<file path="src/rtl/operand_pair_fifo_if.sv">
// Valid/ready bundle between the operand producer, the pair FIFO
// and the downstream two-operand consumer, plus FIFO status.
interface operand_pair_fifo_if #(
  parameter int WIDTH  = 4,
  parameter int ADDR_W = 2
);
  logic             in_valid;
  logic [WIDTH-1:0] in_a;
  logic [WIDTH-1:0] in_b;
  logic             in_ready;
  logic             out_valid;
  logic             out_ready;
  logic [WIDTH-1:0] out_a;
  logic [WIDTH-1:0] out_b;
  logic [ADDR_W:0]  count;
  logic             overflow;
  logic [7:0]       pop_total;

  modport master (
    output in_valid, in_a, in_b, out_ready,
    input  in_ready, out_valid, out_a, out_b,
    input  count, overflow, pop_total
  );

  modport slave (
    input  in_valid, in_a, in_b, out_ready,
    output in_ready, out_valid, out_a, out_b,
    output count, overflow, pop_total
  );
endinterface

</file>
<file path="src/rtl/operand_pair_fifo.sv">
// First-word-fall-through FIFO of (a, b) operand pairs. Writes while
// full are dropped and latched in a sticky overflow flag.
module operand_pair_fifo #(
  parameter int WIDTH  = 4,
  parameter int DEPTH  = 4,
  parameter int ADDR_W = 2
) (
  input  logic                 clk,
  input  logic                 rst,
  operand_pair_fifo_if.slave   bus
);

  localparam logic [ADDR_W:0] L_FULL = (ADDR_W+1)'(DEPTH);

  if (ADDR_W != $clog2(DEPTH) || DEPTH < 2) begin : g_bad_param
    $error("operand_pair_fifo: ADDR_W must equal log2(DEPTH)");
  end

  logic [2*WIDTH-1:0] r_mem [DEPTH];
  logic [ADDR_W-1:0]  r_wr_ptr;
  logic [ADDR_W-1:0]  r_rd_ptr;
  logic [ADDR_W:0]    r_count;
  logic               r_overflow;
  logic [7:0]         r_pop_total;

  logic               w_full;
  logic               w_valid;
  logic               w_push;
  logic               w_pop;
  logic [2*WIDTH-1:0] w_head;

  assign w_full  = (r_count == L_FULL);
  assign w_valid = (r_count != '0);
  // Full blocks the write even when a pop frees a slot this cycle.
  assign w_push  = bus.in_valid && !w_full;
  assign w_pop   = w_valid && bus.out_ready;
  assign w_head  = r_mem[r_rd_ptr];

  // Pointers, occupancy, overflow and pop counter.
  always_ff @(posedge clk or posedge rst) begin
    if (rst) begin
      r_wr_ptr    <= '0;
      r_rd_ptr    <= '0;
      r_count     <= '0;
      r_overflow  <= 1'b0;
      r_pop_total <= '0;
    end else begin
      if (w_push) r_wr_ptr <= r_wr_ptr + ADDR_W'(1);
      if (w_pop) begin
        r_rd_ptr    <= r_rd_ptr + ADDR_W'(1);
        r_pop_total <= r_pop_total + 8'd1;
      end
      if (bus.in_valid && w_full) r_overflow <= 1'b1;
      unique case ({w_push, w_pop})
        2'b10:   r_count <= r_count + (ADDR_W+1)'(1);
        2'b01:   r_count <= r_count - (ADDR_W+1)'(1);
        default: r_count <= r_count;
      endcase
    end
  end

  // Pair storage; contents are don't-care until written.
  always_ff @(posedge clk) begin
    if (w_push) r_mem[r_wr_ptr] <= {bus.in_a, bus.in_b};
  end

  assign bus.out_valid = w_valid;
  assign bus.out_a     = w_valid ? w_head[2*WIDTH-1:WIDTH] : '0;
  assign bus.out_b     = w_valid ? w_head[WIDTH-1:0] : '0;
  assign bus.in_ready  = !w_full;
  assign bus.count     = r_count;
  assign bus.overflow  = r_overflow;
  assign bus.pop_total = r_pop_total;

endmodule

</file>
<file path="src/flat_wrapper.sv">
// flat-port wrapper written by rule: the top's interface ports become plain ports
module operand_pair_fifo_flat 
#(
  parameter int WIDTH  = 4,
  parameter int DEPTH  = 4,
  parameter int ADDR_W = 2
)
  (clk, rst, bus_in_valid, bus_in_a, bus_in_b, bus_out_ready, bus_in_ready, bus_out_valid, bus_out_a, bus_out_b, bus_count, bus_overflow, bus_pop_total);
  operand_pair_fifo_if #(.WIDTH(WIDTH), .ADDR_W(ADDR_W)) bus_i ();
  input  logic clk;
  input  logic rst;
  input wire logic [$bits(bus_i.in_valid)-1:0] bus_in_valid;
  input wire logic [$bits(bus_i.in_a)-1:0] bus_in_a;
  input wire logic [$bits(bus_i.in_b)-1:0] bus_in_b;
  input wire logic [$bits(bus_i.out_ready)-1:0] bus_out_ready;
  output wire logic [$bits(bus_i.in_ready)-1:0] bus_in_ready;
  output wire logic [$bits(bus_i.out_valid)-1:0] bus_out_valid;
  output wire logic [$bits(bus_i.out_a)-1:0] bus_out_a;
  output wire logic [$bits(bus_i.out_b)-1:0] bus_out_b;
  output wire logic [$bits(bus_i.count)-1:0] bus_count;
  output wire logic [$bits(bus_i.overflow)-1:0] bus_overflow;
  output wire logic [$bits(bus_i.pop_total)-1:0] bus_pop_total;
  assign bus_i.in_valid = bus_in_valid;
  assign bus_i.in_a = bus_in_a;
  assign bus_i.in_b = bus_in_b;
  assign bus_i.out_ready = bus_out_ready;
  assign bus_in_ready = bus_i.in_ready;
  assign bus_out_valid = bus_i.out_valid;
  assign bus_out_a = bus_i.out_a;
  assign bus_out_b = bus_i.out_b;
  assign bus_count = bus_i.count;
  assign bus_overflow = bus_i.overflow;
  assign bus_pop_total = bus_i.pop_total;
  operand_pair_fifo #(.WIDTH(WIDTH), .DEPTH(DEPTH), .ADDR_W(ADDR_W)) u_core (.clk(clk), .rst(rst), .bus(bus_i));
endmodule
</file>
<file path="config.mk">
export PLATFORM = sky130hd
export DESIGN_NAME = operand_pair_fifo_flat
export DESIGN_NICKNAME = d
export VERILOG_FILES = /design/src/rtl/operand_pair_fifo_if.sv /design/src/rtl/operand_pair_fifo.sv /design/src/flat_wrapper.sv
export SDC_FILE = /design/constraint.sdc
export NUM_CORES = 1
export LEC_CHECK = 0
export CAP_MARGIN = 20
export CORE_MARGIN = 5
export CORE_UTILIZATION = 38
export CTS_CLUSTER_SIZE = 10
export DETAILED_ROUTE_END_ITERATION = 16
export HOLD_SLACK_MARGIN = 0.02
export PLACE_DENSITY = 0.63
export SLEW_MARGIN = 15
export SYNTH_ARGS = -nofsm -noshare
export SYNTH_HDL_FRONTEND = slang
export SYNTH_SLANG_ARGS = --single-unit
export TNS_END_PERCENT = 20
</file>
<file path="constraint.sdc">
create_clock -name clk -period 2 [get_ports clk]
set_input_delay 0.2 -clock clk [delete_from_list [all_inputs] [get_ports clk]]
set_output_delay 0.2 -clock clk [all_outputs]
set_load 0.01 [all_outputs]
</file>
Word-level counts from Yosys, hierarchy flattened:

Memory sizes are Yosys's and may differ from the RTL's.
Index checks and enable logic that the tools add are counted.

* register bits after elaboration: 16
* latch bits: 0
* memory bits (writable): 32
* bits in read-only memories: 0
* input port bits: 12
* output and inout port bits: 22
* logic and storage cells: 25
* memories: 1

* add/subtract/negate cells: 5
* multipliers: 0
* div/mod/pow operators: 0
* magnitude comparators: 0
* equality and inequality tests: 3
* shifts and indexed selects: 0
* muxes and demuxes: 5
* bitwise logic cells: 0
* reduce and logical (&&, ||, !) cells: 6

Memory list
* u_core.r_mem: words 4, bits a word 8, read ports 1, clocked after Yosys merged registers in 0, write ports 1, line operand_pair_fifo.sv:19 `logic [2*WIDTH-1:0] r_mem [DEPTH];`

Operator list (count)
* $add 8x1->8 const B: 1
* $mux 4: 2
* $pmux 3 s2: 1
* $add 2x1->2 const B: 2
* $add 3x1->3 const B: 1
* $eq 3x3->1 const B: 1
* $logic_and 1x1->1: 3
* $reduce_bool 3->1: 1
* $sub 3x1->3 const B: 1
* $eq 2x1->1 const B: 1
* $eq 2x2->1 const B: 1
* $mux 1: 2
* $reduce_bool 2->1: 1
* $logic_not 1->1: 1

Depth between registers and ports, before layout:

* depth in word-level cells: 5
* mapped depth: 9
* gate-level depth less buffers: 9

Least setup slack after synthesis:

OpenSTA, ideal clock, no wires.

* path kind: flip-flop to flip-flop
* from: reg u_core.r_count[0] (netlist: u_core.bus.count[0])
* to: reg u_core.r_count[2] (netlist: u_core.bus.count[2])
* library setup time: 80 ps
* data arrival time: 1857 ps
* required time: 1920 ps
* path slack: 64 ps
* stages on the path, launching flop included: 10
* buffers on the path: 0
* period minus slack after synthesis: 1936 ps
* cell sequence: dfrtp_1 nor3b_2 nor2b_2 inv_1 ha_1 inv_1 fa_1 xor2_1 nor2_1 xor2_1

* word-level cells in the longest chain between the ends: 5
* elaborated cells on any way between the ends: 11
* those cells by class: 2 x add/sub; 3 x eq/ne; 1 x mux; 5 x reduce/logical

Ends and longest elaborated chain
* start: declaration: line operand_pair_fifo.sv:22 `logic [ADDR_W:0] r_count;`
* start signal: assignment: line operand_pair_fifo.sv:55 `2'b10: r_count <= r_count + (ADDR_W+1)'(1);`
* start signal: assignment: line operand_pair_fifo.sv:56 `2'b01: r_count <= r_count - (ADDR_W+1)'(1);`
* start signal: assignment: line operand_pair_fifo.sv:57 `default: r_count <= r_count;`
* $eq 3x3->1: line operand_pair_fifo.sv:32 `assign w_full = (r_count == L_FULL);`
* $logic_not 1->1: line operand_pair_fifo.sv:35 `assign w_push = bus.in_valid && !w_full;`
* $logic_and 1x1->1: line operand_pair_fifo.sv:35
* $eq 2x1->1 or $eq 2x2->1 (tied branches): line operand_pair_fifo.sv:54 `unique case ({w_push, w_pop})`
* $pmux 3 s2 or $reduce_bool 2->1 (tied branches)

Several ways; a longest one is shown, not always the timed one.
A chain may end at the register's enable or synchronous reset.

Worst setup path after layout:

Same ends and word-level chain as after synthesis.

==> impl_summary.md <==
STA
After layout, the minimum clock period comes to 1.910 ns. Between clock sinks in the finished design, the worst skew comes to 0.007391 ns. The setup slack after layout is 0.08963 ns. The ratio of final minimum period to clock period is 95.52%. The count of pins over their slew limit is 0.

The count of final hold-check violations was 0. The transition time of the tightest slew-check pin is 0.6296 ns. The remaining max-slew budget at the tightest pin is 57.98%. Setup repair after global routing could not meet its margin everywhere. The maximum frequency from static timing analysis is 523.5 MHz.

The number of endpoints failing setup at the final stage is 0.

CTS
The cts-stage hold buffer count is 0. Counting along the longest clock path gives a buffer depth of 2. The post-CTS clock slew at the launch and capture registers of the worst setup and hold paths is 0.09 ns. The number of clock sinks is 48. For the worst-skew pair, the clock arrives at the later sink with an insertion delay of 0.30 ns. The TritonCTS clock tree is yes. The cell sitting at the root of the clock tree is a clkbuf_8. Post-CTS timing repair inserted 0 buffers for setup.

The total clock buffers created by CTS is 5. In this run the number of H-tree levels came out at 2.

Placed design
Detailed placement finished with a half-perimeter wire length of 2521 um. Before CTS, the worst setup slack after placement is 0.03041 ns. Routability-driven placement finished with a final weighted congestion of 0.7169. The port buffer count is 33.

Pwr
The total power density per cell area is 1429 nW/um^2. The total power consumption of the routed design is 3.731 mW. The highest ir drop seen on vdd is 0.0006507 V.

The leakage power is 1.020 nW.

GRT
The initial antenna violation count was 0. The global-route wire length before repair is 5871 um. The global-route usage over all layers is 10.95%.

The via count of the first global-routing pass was 1231. The aggregate global routing overflow is 0. Entering global routing, the biggest net connects 17 pins.

Worst setup path
The largest stage delay on the critical path is 0.40 ns. The worst register-to-register path has a setup slack of 0.09 ns. The maximum fanout along the worst path is 3.

Traced cell by cell, the critical path runs through nor3b_2 > nor2b_2 > inv_1 > ha_1 > inv_1 > fa_1 > xor2_1 > nor2_1 > xor2_1. The cell family with the largest share of critical-path delay is adder cells. The category of the most critical setup path is reg -> reg. The worst setup path is launched from a flip-flop. The worst register-to-register path ends at u_core.bus.count[2]$_DFFE_PP0P_.

Data arrives at the worst endpoint at 2.14 ns. The cell type of the slowest stage on the worst timing path is dfrtp_1. Together, buffers and inverters on the worst path number 2. Counting cells, the worst reg-to-reg path comes to 9.

The worst setup path is captured at a flip-flop. The source of the worst register-to-register timing path is u_core.bus.count[0]$_DFFE_PP0P_. At the worst endpoint, the required time is 2.23 ns.

Synthesis
The primary flip-flop cell chosen by synthesis mapping is edfxtp_1. The share of flip-flops with an asynchronous set or reset is 33.33%. Yosys printed 0 warnings. The number of instances in the synthesized netlist is 122. The largest total area in the synthesized netlist belongs to edfxtp_1.

By instance count, the leading cell after synthesis is edfxtp_1. In this run the biggest area consumer among cell types represents 47.20% of the synthesized area. The area of the mapped netlist is 2036 sq um. By count the netlist is led by edfxtp_1, dfrtp_1, inv_1, mux4_2. Ranked by total cell area, the synthesized netlist is headed by edfxtp_1, dfrtp_1, mux4_2. Sequential elements use 66.87% of the synthesized area. The number of distinct library cell variants in the gate-level netlist after synthesis is 26. The synthesized design contains 32 enable-type register cells. The net count after synthesis is 141.

The count of state elements after synthesis is 48. In this run the mean area of a mapped cell was 16.69 sq um.

Floorplan
For this configuration, the core starts out at a cell density of 39.61%. The floorplan core area is 5140 sq um. The die is 83.19 um wide.

The height of the chip is 83.19 um. During I/O placement, the number of pins put on the boundary was 34. The total number of placement rows is 26.

The die covers 6921 sq um.

Detailed routing
After detailed routing, the average wire length per cell comes to 14.28 um. The met3 wire length is 171 um. The final wirelength is 3426 um. The number of DRC markers in iteration 0 is 35. The routed length on met1 is 1386 um.

In this run the top signal layer used is met4. The routed layout has 1089 vias. After detailed routing, the number of vias per cell comes to 4.538. Detailed routing placed a total of 1819 um of wire on met2. The DRC violations left is 0. For this run, the detailed router's first-pass iteration total came to 4. The number of routed nets with antenna violations is 0.

Hold path
The kind of path behind the tightest hold check is in -> async.

Layout
The layout has 472 filler cells. Of the cells placed in the final design, the portion with a size suffix greater than 1 is 19.41%. The area growth from synthesis to layout is 28.27%.

The area of the multi-input gates is 630.6 sq um. At the end of the flow, the number of nets in the layout was 188. The sequential cells in the finished layout cover a total of 1361 sq um. The repair_antennas step left the layout with diodes totalling 0.

Run status
The run finished with clean final reports.

Job
The number of violations of the max-capacitance limit is 0.
-- flip-flops by register name (all words and copies together), names as in the netlist --
name and count:
u_core.bus.count 3, u_core.bus.overflow 1, u_core.r_mem 32, u_core.r_rd_ptr 2, u_core.bus.pop_total 8, u_core.r_wr_ptr 2
-- how the worst max path moves through the flow --
stage | cells after the start | slack (ns) | from | to
final | 9 | 0.09 | u_core.bus.count[0]$_DFFE_PP0P_ | u_core.bus.count[2]$_DFFE_PP0P_
after CTS | 4 | -0.17 | u_core.r_rd_ptr[0]$_DFFE_PP0P_ | bus_out_a[0]
after floorplan | 9 | 0.06 | u_core.bus.count[0]$_DFFE_PP0P_ | u_core.bus.count[2]$_DFFE_PP0P_
after global routing | 9 | -0.06 | u_core.bus.count[0]$_DFFE_PP0P_ | u_core.bus.count[2]$_DFFE_PP0P_
after global placement | 9 | 0.1 | bus_out_ready | u_core.bus.count[2]$_DFFE_PP0P_
after detailed placement | 9 | 0.03 | bus_out_ready | u_core.bus.count[2]$_DFFE_PP0P_
-- power by group --
group	switching, mW	internal (mW)	total, mW	leakage (nW)
registers	0.195	1.35	1.55	0.486
clock network	0.308	0.241	0.550	0.0378
logic	0.719	0.913	1.63	0.496
total	1.22	2.51	3.73	1.02
-- logic make-up (layout without fill, tap and decap cells) --
| logic type | Yosys count | count (layout) | synth area share (%) |
|---|---|---|---|
| AOI/OAI and AO/OA | 2 | 2 | 1.414 |
| and+or+nand+nor | 30 | 30 | 9.158 |
| adders and majority gates | 7 | 7 | 4.671 |
| buffers and inverters | 12 | 60 | 2.397 |
| muxes | 10 | 10 | 9.895 |
| DFF | 48 | 48 | 66.87 |
| xor gates and xnor gates | 13 | 13 | 5.593 |
-- routing by layer --
layer  GRT usage [%]  vias up
li1                -      525
met1           12.49      536
met2           18.88       22
met3           3.861        6
met4           4.012        0
met5               0        -
-- cell usage in the layout, fill, tap and decap left out, types with 2 or more instances in the layout --
| master | count |
|---|---|
| edfxtp_1 | 32 |
| clkdlybuf4s50_1 | 24 |
| dfrtp_1 | 16 |
| inv_1 | 9 |
| mux4_2 | 8 |
| xnor2_1 | 7 |
| nand2_1 | 7 |
| buf_4 | 7 |
| xor2_1 | 6 |
| ha_1 | 6 |
| and2b_1 | 5 |
| clkbuf_8 | 5 |
| clkdlybuf4s15_1 | 5 |
| and2_1 | 4 |
| nor2b_1 | 3 |
| nand3_1 | 2 |
| nor2_1 | 2 |
| nor3_1 | 2 |
| clkinvlp_4 | 2 |
| dlymetal6s2s_1 | 2 |
| buf_6 | 2 |
-- per-stage QoR --
step                utilization, %   TNS, ns  area, sq um  instances  hold WS (ns)
global route                 50.80  -0.06396         2611        240        0.3373
finish                       50.80         0         2611        240        0.2740
detailed placement           48.88         0         2512        232        0.4568
global placement             48.88         0         2512        232        0.4393
CTS                          50.41   -0.3274         2591        240        0.2988
floorplan                        -         0         2036        122        0.1137
-- repair_timing --
item,4_1_cts,5_1_grt
gates resized for setup,7,12
setup endpoints to repair,9,9
endpoints found under the hold margin,0,0
-- area by class of cell --
cell class              count  area share, %
inverters                  10          1.533
repair buffers             42          15.48
multi-input cells          62          24.15
clock inverters             3         0.7187
well taps                  70          3.354
clock buffers               5          2.635
flip-flops and latches     48          52.13
(Power assumes the default switching activity.)
